**config.mk**
```make
export PLATFORM = sky130hd
export DESIGN_NAME = wb_stage
export DESIGN_NICKNAME = d
export VERILOG_FILES = /design/src/rtl/wb_stage_pkg.sv /design/src/rtl/wb_decode.sv /design/src/rtl/wb_stage.sv
export SDC_FILE = /design/constraint.sdc
export NUM_CORES = 1
export LEC_CHECK = 0
export CAP_MARGIN = 20
export CORE_ASPECT_RATIO = 1.75
export CORE_MARGIN = 1.5
export CORE_UTILIZATION = 37
export DETAILED_ROUTE_END_ITERATION = 8
export GPL_TIMING_DRIVEN = 0
export PLACE_DENSITY = 0.88
export SLEW_MARGIN = 40
export SYNTH_ARGS = -nofsm -noshare
export SYNTH_HDL_FRONTEND = slang
export SYNTH_SLANG_ARGS = --single-unit
```
**constraint.sdc**
```tcl
create_clock -name clock -period 3.35 [get_ports clock]
set_input_delay 0.8375 -clock clock [delete_from_list [all_inputs] [get_ports clock]]
set_output_delay 0.8375 -clock clock [all_outputs]
set_load 0.02 [all_outputs]
```
**src/rtl/wb_stage_pkg.sv**
```systemverilog
// Shared definitions for the writeback stage: opcodes, instruction field
// positions and the writeback sequencer state encoding.
package wb_stage_pkg;

  // Opcodes that commit a register write
  localparam logic [4:0] OP_RTYPE = 5'b00000;
  localparam logic [4:0] OP_ADDI  = 5'b00101;
  localparam logic [4:0] OP_LW    = 5'b01000;
  localparam logic [4:0] OP_JAL   = 5'b00011;
  localparam logic [4:0] OP_SETX  = 5'b10101;

  // Instruction field bit positions
  localparam int OPC_HI = 31;
  localparam int OPC_LO = 27;
  localparam int RD_HI  = 26;
  localparam int RD_LO  = 22;

  // Writeback sequencer states
  typedef enum logic {
    ST_IDLE = 1'b0,
    ST_PEND = 1'b1
  } wb_state_e;

endpackage

```
**src/rtl/wb_decode.sv**
```systemverilog
// Writeback destination decode: which instructions write the register file,
// to which register, and whether the data comes from memory. Purely
// combinational so hazard logic can share it.
module wb_decode
  import wb_stage_pkg::*;
#(
  parameter int STATUS_REG = 30,
  parameter int LINK_REG   = 31
) (
  input  logic [31:0] ir_in,
  output logic        writes,
  output logic [4:0]  dest,
  output logic        sel_mem
);

  localparam logic [4:0] STATUS_IDX = 5'(STATUS_REG);
  localparam logic [4:0] LINK_IDX   = 5'(LINK_REG);

  logic [4:0] opcode;
  logic [4:0] rd;
  logic       unused_ir_bits;

  assign opcode         = ir_in[OPC_HI:OPC_LO];
  assign rd             = ir_in[RD_HI:RD_LO];
  assign unused_ir_bits = ^ir_in[RD_LO-1:0];

  // Map opcode to write enable, destination and data source
  always_comb begin
    writes  = 1'b0;
    dest    = 5'd0;
    sel_mem = 1'b0;
    case (opcode)
      OP_RTYPE, OP_ADDI: begin
        writes = 1'b1;
        dest   = rd;
      end
      OP_LW: begin
        writes  = 1'b1;
        dest    = rd;
        sel_mem = 1'b1;
      end
      OP_JAL: begin
        writes = 1'b1;
        dest   = LINK_IDX;
      end
      OP_SETX: begin
        writes = 1'b1;
        dest   = STATUS_IDX;
      end
      default: begin
        writes  = 1'b0;
        dest    = 5'd0;
        sel_mem = 1'b0;
      end
    endcase
  end

endmodule

```
**src/rtl/wb_stage.sv**
```systemverilog
// Writeback stage: drives the single register-file write port from the
// MEM/WB latch. An overflowing instruction needs two writes (result to rd,
// status to the status register), so it takes an extra PEND cycle during
// which the front of the pipeline is stalled. Also provides a one-cycle
// delayed bypass copy of the committed write and a retired-instruction count.
module wb_stage
  import wb_stage_pkg::*;
#(
  parameter int STATUS_REG = 30,
  parameter int LINK_REG   = 31
) (
  input  logic        clock,
  input  logic        reset,
  input  logic [31:0] ir_in,
  input  logic [31:0] o_in,
  input  logic [31:0] d_in,
  input  logic        isRStatus_in,
  input  logic [31:0] rStatus_in,
  output logic        ctrl_writeEnable,
  output logic [4:0]  ctrl_writeReg,
  output logic [31:0] data_writeReg,
  output logic        wb_stall,
  output logic        byp_valid,
  output logic [4:0]  byp_reg,
  output logic [31:0] byp_data,
  output logic [31:0] retired
);

  localparam logic [4:0] STATUS_IDX = 5'(STATUS_REG);

  wb_state_e   state_q, state_d;
  logic [31:0] status_q, status_d;
  logic [31:0] retired_q, retired_d;
  logic        byp_valid_q, byp_valid_d;
  logic [4:0]  byp_reg_q, byp_reg_d;
  logic [31:0] byp_data_q, byp_data_d;

  logic        dec_writes;
  logic [4:0]  dec_dest;
  logic        dec_sel_mem;

  logic        we_c;
  logic [4:0]  reg_c;
  logic [31:0] data_c;
  logic        stall_c;

  wb_decode #(
    .STATUS_REG (STATUS_REG),
    .LINK_REG   (LINK_REG)
  ) u_decode (
    .ir_in   (ir_in),
    .writes  (dec_writes),
    .dest    (dec_dest),
    .sel_mem (dec_sel_mem)
  );

  // Write-port sequencing: decoded write in IDLE, deferred status write in PEND
  always_comb begin
    state_d  = state_q;
    status_d = status_q;
    we_c     = 1'b0;
    reg_c    = 5'd0;
    data_c   = 32'd0;
    stall_c  = 1'b0;
    case (state_q)
      ST_IDLE: begin
        if (isRStatus_in) begin
          if (!dec_writes || dec_dest == 5'd0 || dec_dest == STATUS_IDX) begin
            // Only the status has somewhere to go: one write, no stall
            we_c   = 1'b1;
            reg_c  = STATUS_IDX;
            data_c = rStatus_in;
          end else begin
            // Result now, status next cycle
            we_c     = 1'b1;
            reg_c    = dec_dest;
            data_c   = o_in;
            stall_c  = 1'b1;
            status_d = rStatus_in;
            state_d  = ST_PEND;
          end
        end else if (dec_writes && dec_dest != 5'd0) begin
          we_c   = 1'b1;
          reg_c  = dec_dest;
          data_c = dec_sel_mem ? d_in : o_in;
        end
      end
      ST_PEND: begin
        // Latch still holds the overflowing instruction; ignore it
        we_c    = 1'b1;
        reg_c   = STATUS_IDX;
        data_c  = status_q;
        state_d = ST_IDLE;
      end
      default: state_d = ST_IDLE;
    endcase
  end

  // Bypass copy and retired count follow the committed write
  always_comb begin
    byp_valid_d = ctrl_writeEnable;
    byp_reg_d   = ctrl_writeReg;
    byp_data_d  = data_writeReg;
    retired_d   = retired_q;
    if (state_q == ST_IDLE && ir_in != 32'd0) begin
      retired_d = retired_q + 32'd1;
    end
  end

  // Control, bypass and counter registers
  always_ff @(posedge clock or negedge reset) begin
    if (!reset) begin
      state_q     <= ST_IDLE;
      retired_q   <= 32'd0;
      byp_valid_q <= 1'b0;
      byp_reg_q   <= 5'd0;
      byp_data_q  <= 32'd0;
    end else begin
      state_q     <= state_d;
      retired_q   <= retired_d;
      byp_valid_q <= byp_valid_d;
      byp_reg_q   <= byp_reg_d;
      byp_data_q  <= byp_data_d;
    end
  end

  // Pending status capture; only meaningful while in PEND
  always_ff @(posedge clock) begin
    status_q <= status_d;
  end

  // Write port is held quiet while reset is asserted
  assign ctrl_writeEnable = reset & we_c;
  assign ctrl_writeReg    = reset ? reg_c : 5'd0;
  assign data_writeReg    = reset ? data_c : 32'd0;
  assign wb_stall         = reset & stall_c;

  assign byp_valid = byp_valid_q;
  assign byp_reg   = byp_reg_q;
  assign byp_data  = byp_data_q;
  assign retired   = retired_q;

endmodule

```
* Yosys cells after proc, flatten, opt, wreduce, memory -nomap -nowiden
Index checks and enable logic that the tools add are counted.
** Word-level totals
- Bits in registers :: 103
- Bits in latches :: 0
- Memory bits (writable) :: 0
- ROM bits :: 0
- Bits of input ports :: 131
- Output and inout bits :: 109
- Word-level logic and storage cells :: 49
- Memories kept :: 0
** Operators by class
- Add/subtract/negate cells :: 1
- Multipliers :: 0
- Divide/modulo/power cells :: 0
- Order comparisons :: 0
- Eq/ne operators :: 5
- Shift-type cells :: 0
- Multiplexer cells :: 21
- Bitwise gates (word level) :: 4
- Reductions and logical operators :: 12
** Operators with widths (number)
- 2-to-1 mux 32 bit :: 5
- case mux 32 bit (2 select lines) :: 1
- adder 32 x 1 -> 32 bit, second input constant :: 1
- nonzero test 32 bit :: 1
- 2-to-1 mux 5 bit :: 4
- case mux 5 bit (3 select lines) :: 1
- == test 5 bit, second input constant :: 2
- logical NOT 5 bit :: 2
- case mux 5 bit (2 select lines) :: 1
- 2-to-1 mux 1 bit :: 7
- == test 5 x 2 -> 1 bit, second input constant :: 1
- == test 5 x 3 -> 1 bit, second input constant :: 1
- == test 5 x 4 -> 1 bit, second input constant :: 1
- nonzero test 5 bit :: 1
- OR reduction 5 bit :: 1
- case mux 1 bit (2 select lines) :: 2
- AND reduction 3 bit :: 1
- OR reduction 3 bit :: 1
- AND 1 bit :: 2
- logical AND 1 bit :: 2
- logical OR 1 bit :: 2
- inverter 1 bit :: 2
- logical NOT 1 bit :: 1

* Longest topological paths before layout
- Word-level depth :: 10
- Depth in mapped cells :: 7
- Gate-level depth less buffers :: 6

* By module
From an unflattened synthesis, not the netlist that was laid out.
** Unflattened totals
- Cell total of the unflattened synthesis :: 550
- Area, all modules :: 5688.0 µm²
** Modules (own cells, without submodules)
- wb_stage :: instances 1, cells each 524, area an instance 5484.0 µm², sequential area each 2737.6 µm²
- wb_decode :: instances 1, cells each 26, area an instance 203.9 µm², sequential area each 0.0 µm²

* Worst setup path before layout
Ideal clock, no wire load.
- Path kind :: input port to flip-flop
- Start point :: in ir_in[28]
- End point :: reg status_q[0] (enable)
- Library setup time :: 0.463 ns
- Arrival time :: 4.260 ns
- Data required time :: 2.887 ns
- Path slack :: -1.373 ns
- Cell stages on the path :: 6
- Path buffers :: 1
- Path through :: or3b_4 -> a21oi_4 -> nor4b_4 -> nor2_8 -> buf_6 -> nor3_1
** Between the ends
- Longest elaborated chain between the ends :: 8
- Elaborated cells on any way between the ends :: 16
- Classes of those cells :: eq/ne (5); mux (2); bitwise (1); reduce/logical (8)
** RTL lines
- start: declaration :: line wb_stage.sv:14 : input logic [31:0] ir_in,
- == test 5 x 3 -> 1 bit, or another cell as far along :: line wb_decode.sv:32 : case (opcode)
- OR reduction 3 bit (no line) / OR reduction 5 bit (equally long branches)
- case mux 5 bit (3 select lines) / 2-to-1 mux 1 bit (equally long branches) :: line wb_decode.sv:32
- logical NOT 5 bit / logical NOT 1 bit (equally long branches) :: line wb_stage.sv:68 : if (!dec_writes || dec_dest == 5'd0 || dec_dest == STATUS_IDX) begin
- logical OR 1 bit :: line wb_stage.sv:68
- logical OR 1 bit * :: line wb_stage.sv:68
- inverter 1 bit (no line) *
- AND reduction 3 bit (no line) *
- end signal: assignment :: line wb_stage.sv:129 : status_q <= status_d;
- end: declaration :: line wb_stage.sv:32 : logic [31:0] status_q, status_d;
Every way passes the cells marked *; elsewhere a longest branch is shown, timed or not.
A chain may end at the register's enable or synchronous reset.

* Final worst setup path
- Start point :: in ir_in[29]
- End point :: out data_writeReg[12]
** Between the ends
- Longest elaborated chain between the ends :: 10
- Elaborated cells on any way between the ends :: 23
- Classes of those cells :: eq/ne (5); mux (9); reduce/logical (9)
** RTL lines
- == test 5 x 3 -> 1 bit, or another cell as far along :: line wb_decode.sv:32
- OR reduction 3 bit (no line) / OR reduction 5 bit (equally long branches)
- case mux 5 bit (3 select lines) / 2-to-1 mux 1 bit (equally long branches) :: line wb_decode.sv:32
- logical NOT 5 bit / logical NOT 1 bit (equally long branches) :: line wb_stage.sv:68
- logical OR 1 bit (2 in a row) :: line wb_stage.sv:68
- 2-to-1 mux 32 bit :: line wb_stage.sv:68
- 2-to-1 mux 32 bit * :: line wb_stage.sv:67 : if (isRStatus_in) begin
- case mux 32 bit (2 select lines) * :: line wb_stage.sv:65 : case (state_q)
- 2-to-1 mux 32 bit * :: line wb_stage.sv:135 : assign data_writeReg = reset ? data_c : 32'd0;
- end: declaration :: line wb_stage.sv:21 : output logic [31:0] data_writeReg,
Marked as above.

==> metrics.yaml <==
worst_setup_path:
  reg2regPathDepth: 6
  setup.worst_path.end: "data_writeReg[12]"
  criticalPathCategory: "in2out"
  reg2reg_from: "state_q"
  critical_path_arrival_ps: 2800
  critPathLaunch: "ir_in[29]"
  type_of_element_capturing_the_critical_path: "primary output"
  worst-path-max-fanout: 6
  r2r_setup_slack_ps: 1150
  cp_data_required_time_ps: 2510
  r2r-end: "retired[15]"
  critPathLaunchType: "input pin"
sta:
  period_share_pct: 109
  peak_freq_mhz: 275
  rsz0062_at_grt: "true"
  timing.final.crit_period_ps: 3640
  clock_skew_ps: 13.3
  postLayoutSetupSlackWorst_ps: -292
  finalHoldViolCount: 0
  fin_tns_setup_ps: -7940
  worst_hold_slack_ps: 314
  max_slew.worst_pin.slew_ps: 670
  final-setup-viol-count: 37
  relSlewSlack_pct: 55.0
  final_report_max_slew_violation_count: 0
finish:
  area.sequential_um2: 2740
  n_fill_cell: 876
  syn_to_final_growth_pct: 87.6
  final_nets: 837
  insertedDiodeCount: 0
  utilization_after_layout_pct: 70.8
  final_cell_area_um2: 9160
  multi_input_area_um2: 2770
  post_layout_nonfiller_instances: 881
  final_layout_size_suffix_gt1_share_pct: 30.8
place:
  finalWeightedCongestion: 0.818
  dp_slack_ps: -1430
  dpl_cell_area_um2: 7580
  place.port_buffers: 238
  dp.cells: 818
  detailedPlacementHpwl_um: 12700
grt:
  grt_max_degree: 48
  grt_antenna_before_repair: 0
  first_global_vias: 5271
  global_route_wire_length_before_repair_um: 28600
  grtUsageTotal_pct: 26.4
  grt_overflow: 0
status:
  failed_checks: "negative setup slack"
  run_status: "finished with violations"
floorplanning:
  die-height_um: 155
  floorplan.die_area_um2: 13900
  fp.coreArea_um2: 12900
  initial_core_util_pct: 37.8
  placementRows: 55
  die_w_um: 89.9
  ioPinCount: 240
yosys:
  ys_seq_area_share_pct: 56.0
  synth_enable_flop_cells: 32
  count_of_synthesis_stage_warnings_from_yosys: 0
  post_synth_instance_area_um2: 4880
  synthArstFlopShare_pct: 68.9
  synth_flop_cell: "sky130_fd_sc_hd__dfrtp_1"
  postSynthNetCount: 537
  post_synth_inst_count: 405
  synth.avg_cell_area_um2: 12.1
  synth.distinct_cells: 51
  postSynthRegisterBits: 103
worst_hold_path:
  path_class_of_the_lowest_slack_min_delay_path: "in2async"
drt:
  routed_wire_length_per_instance_um: 21.5
  route.vias.total: 4820
  wl_um: 19000
  antenna_left: 0
  drt-vias-per-instance: 5.47
  firstDrtPassIters: 4
  drcViolationCount: 0
  detail_route.iter0.violations: 190
clock_network:
  tritoncts_num_sinks: 103
  clkLatencyLatePin_ps: 350
  worst_setup_hold_path_clk_slew_ps: 80
  clock_tree.root_cell: "sky130_fd_sc_hd__clkbuf_16"
  clock_tree.buffer_depth: 2
  hold_buffers: 0
  clock_tree_from_tritoncts: "done"
  clock_tree.htree_level_count: 3
  cts_buffers: 9
power:
  ir_worst_vdd_mv: 0.222
  p_per_area_nw_per_um2: 397
  power.total_mw: 3.64
  total_leakage_power_nw: 3.80
job:
  max-cap-violations: 0
[worst min-delay path by stage]
| stage | to | depth (start not counted) | slack, ps |
|---|---|---|---|
| final | byp_reg[4] | 1 | 310 |
| after global routing | byp_reg[4] | 1 | 310 |
| after CTS | byp_reg[4] | 1 | 360 |
| after detailed placement | retired[31] | 1 | 470 |
| after global placement | retired[31] | 1 | 460 |
| after floorplan | byp_data[11] | 2 | 530 |
[layer usage]
metal	vias up	wire [um]	track usage, %
met5	-	0	0
met4	0	962	14.9
met3	63	1040	5.28
met2	265	10500	49.2
met1	2361	6500	27.2
li1	2131	-	-
[layout make-up]
class                   count  area share [%]
repair buffers            291            32.4
multi-input cells         278            30.3
flip-flops and latches    103            29.9
clock buffers              11            2.76
well taps                 171            2.34
plain buffers              19            1.73
clock inverters             5           0.519
inverters                   3           0.123
[cell usage in the layout, fill, tap and decap left out, types with 14 or more instances in the layout]
cell type,instances
sky130_fd_sc_hd__edfxtp_1,32
sky130_fd_sc_hd__mux2i_1,25
sky130_fd_sc_hd__dfrtp_1,71
sky130_fd_sc_hd__xnor2_1,29
sky130_fd_sc_hd__nand2_1,35
sky130_fd_sc_hd__nand3_1,15
sky130_fd_sc_hd__o221ai_4,17
sky130_fd_sc_hd__buf_6,49
sky130_fd_sc_hd__mux2i_4,17
sky130_fd_sc_hd__clkdlybuf4s50_1,188
sky130_fd_sc_hd__nor2_1,14
sky130_fd_sc_hd__buf_4,34
[synth_stat cells, drive strengths merged (4+ instances only)]
| master | n | area, um2 |
|---|---|---|
| a32o | 8 | 80.1 |
| nand3 | 16 | 85.1 |
| edfxtp | 32 | 961 |
| o22ai | 8 | 50.1 |
| o21ai | 9 | 48.8 |
| buf | 9 | 58.8 |
| nand2b | 10 | 62.6 |
| and4 | 4 | 35.0 |
| nor2 | 16 | 76.3 |
| dfrtp | 71 | 1780 |
| nor3 | 13 | 65.1 |
| a21oi | 9 | 63.8 |
| nand4 | 11 | 68.8 |
| clkbuf | 12 | 45.0 |
| xnor2 | 29 | 254 |
| and3 | 8 | 50.1 |
| nand2 | 36 | 135 |
| o221ai | 23 | 201 |
| nor4 | 8 | 56.3 |
| mux2i | 46 | 460 |
[critical path, cell delays in order]
cell	delay, ps
sky130_fd_sc_hd__buf_8	100
sky130_fd_sc_hd__or3b_4	400
sky130_fd_sc_hd__a21oi_4	200
sky130_fd_sc_hd__nor4b_4	70
sky130_fd_sc_hd__buf_4	170
sky130_fd_sc_hd__nor2_8	160
sky130_fd_sc_hd__buf_12	140
sky130_fd_sc_hd__buf_16	130
sky130_fd_sc_hd__mux2i_1	260
sky130_fd_sc_hd__o221ai_2	140
sky130_fd_sc_hd__buf_4	180
[timing repair]
item / 4_1_cts / 5_1_grt
endpoints found under the hold margin: 0 / 0
setup endpoints to repair: 65 / 39
resized for setup: 374 / 76
cloned: 4 / 0
pin swaps: 29 / 26
setup buffers: 35 / 15
[kinds of logic (layout without fill, tap and decap cells)]
kind of cell,after synthesis,in the layout,synth area share (%)
compound gates,65,65,10.8
xor+xnor,31,31,5.56
fa+ha+maj,1,1,0.256
buf+inv,24,329,2.36
flops,103,103,56.0
mux,47,47,9.66
simple gates,134,134,15.3
[power by group]
part	switching (mW)	internal [mW]
combinational	0.524	0.580
clock	0.509	0.562
sequential	0.0746	1.39
Power figures use the tool's default switching activity.
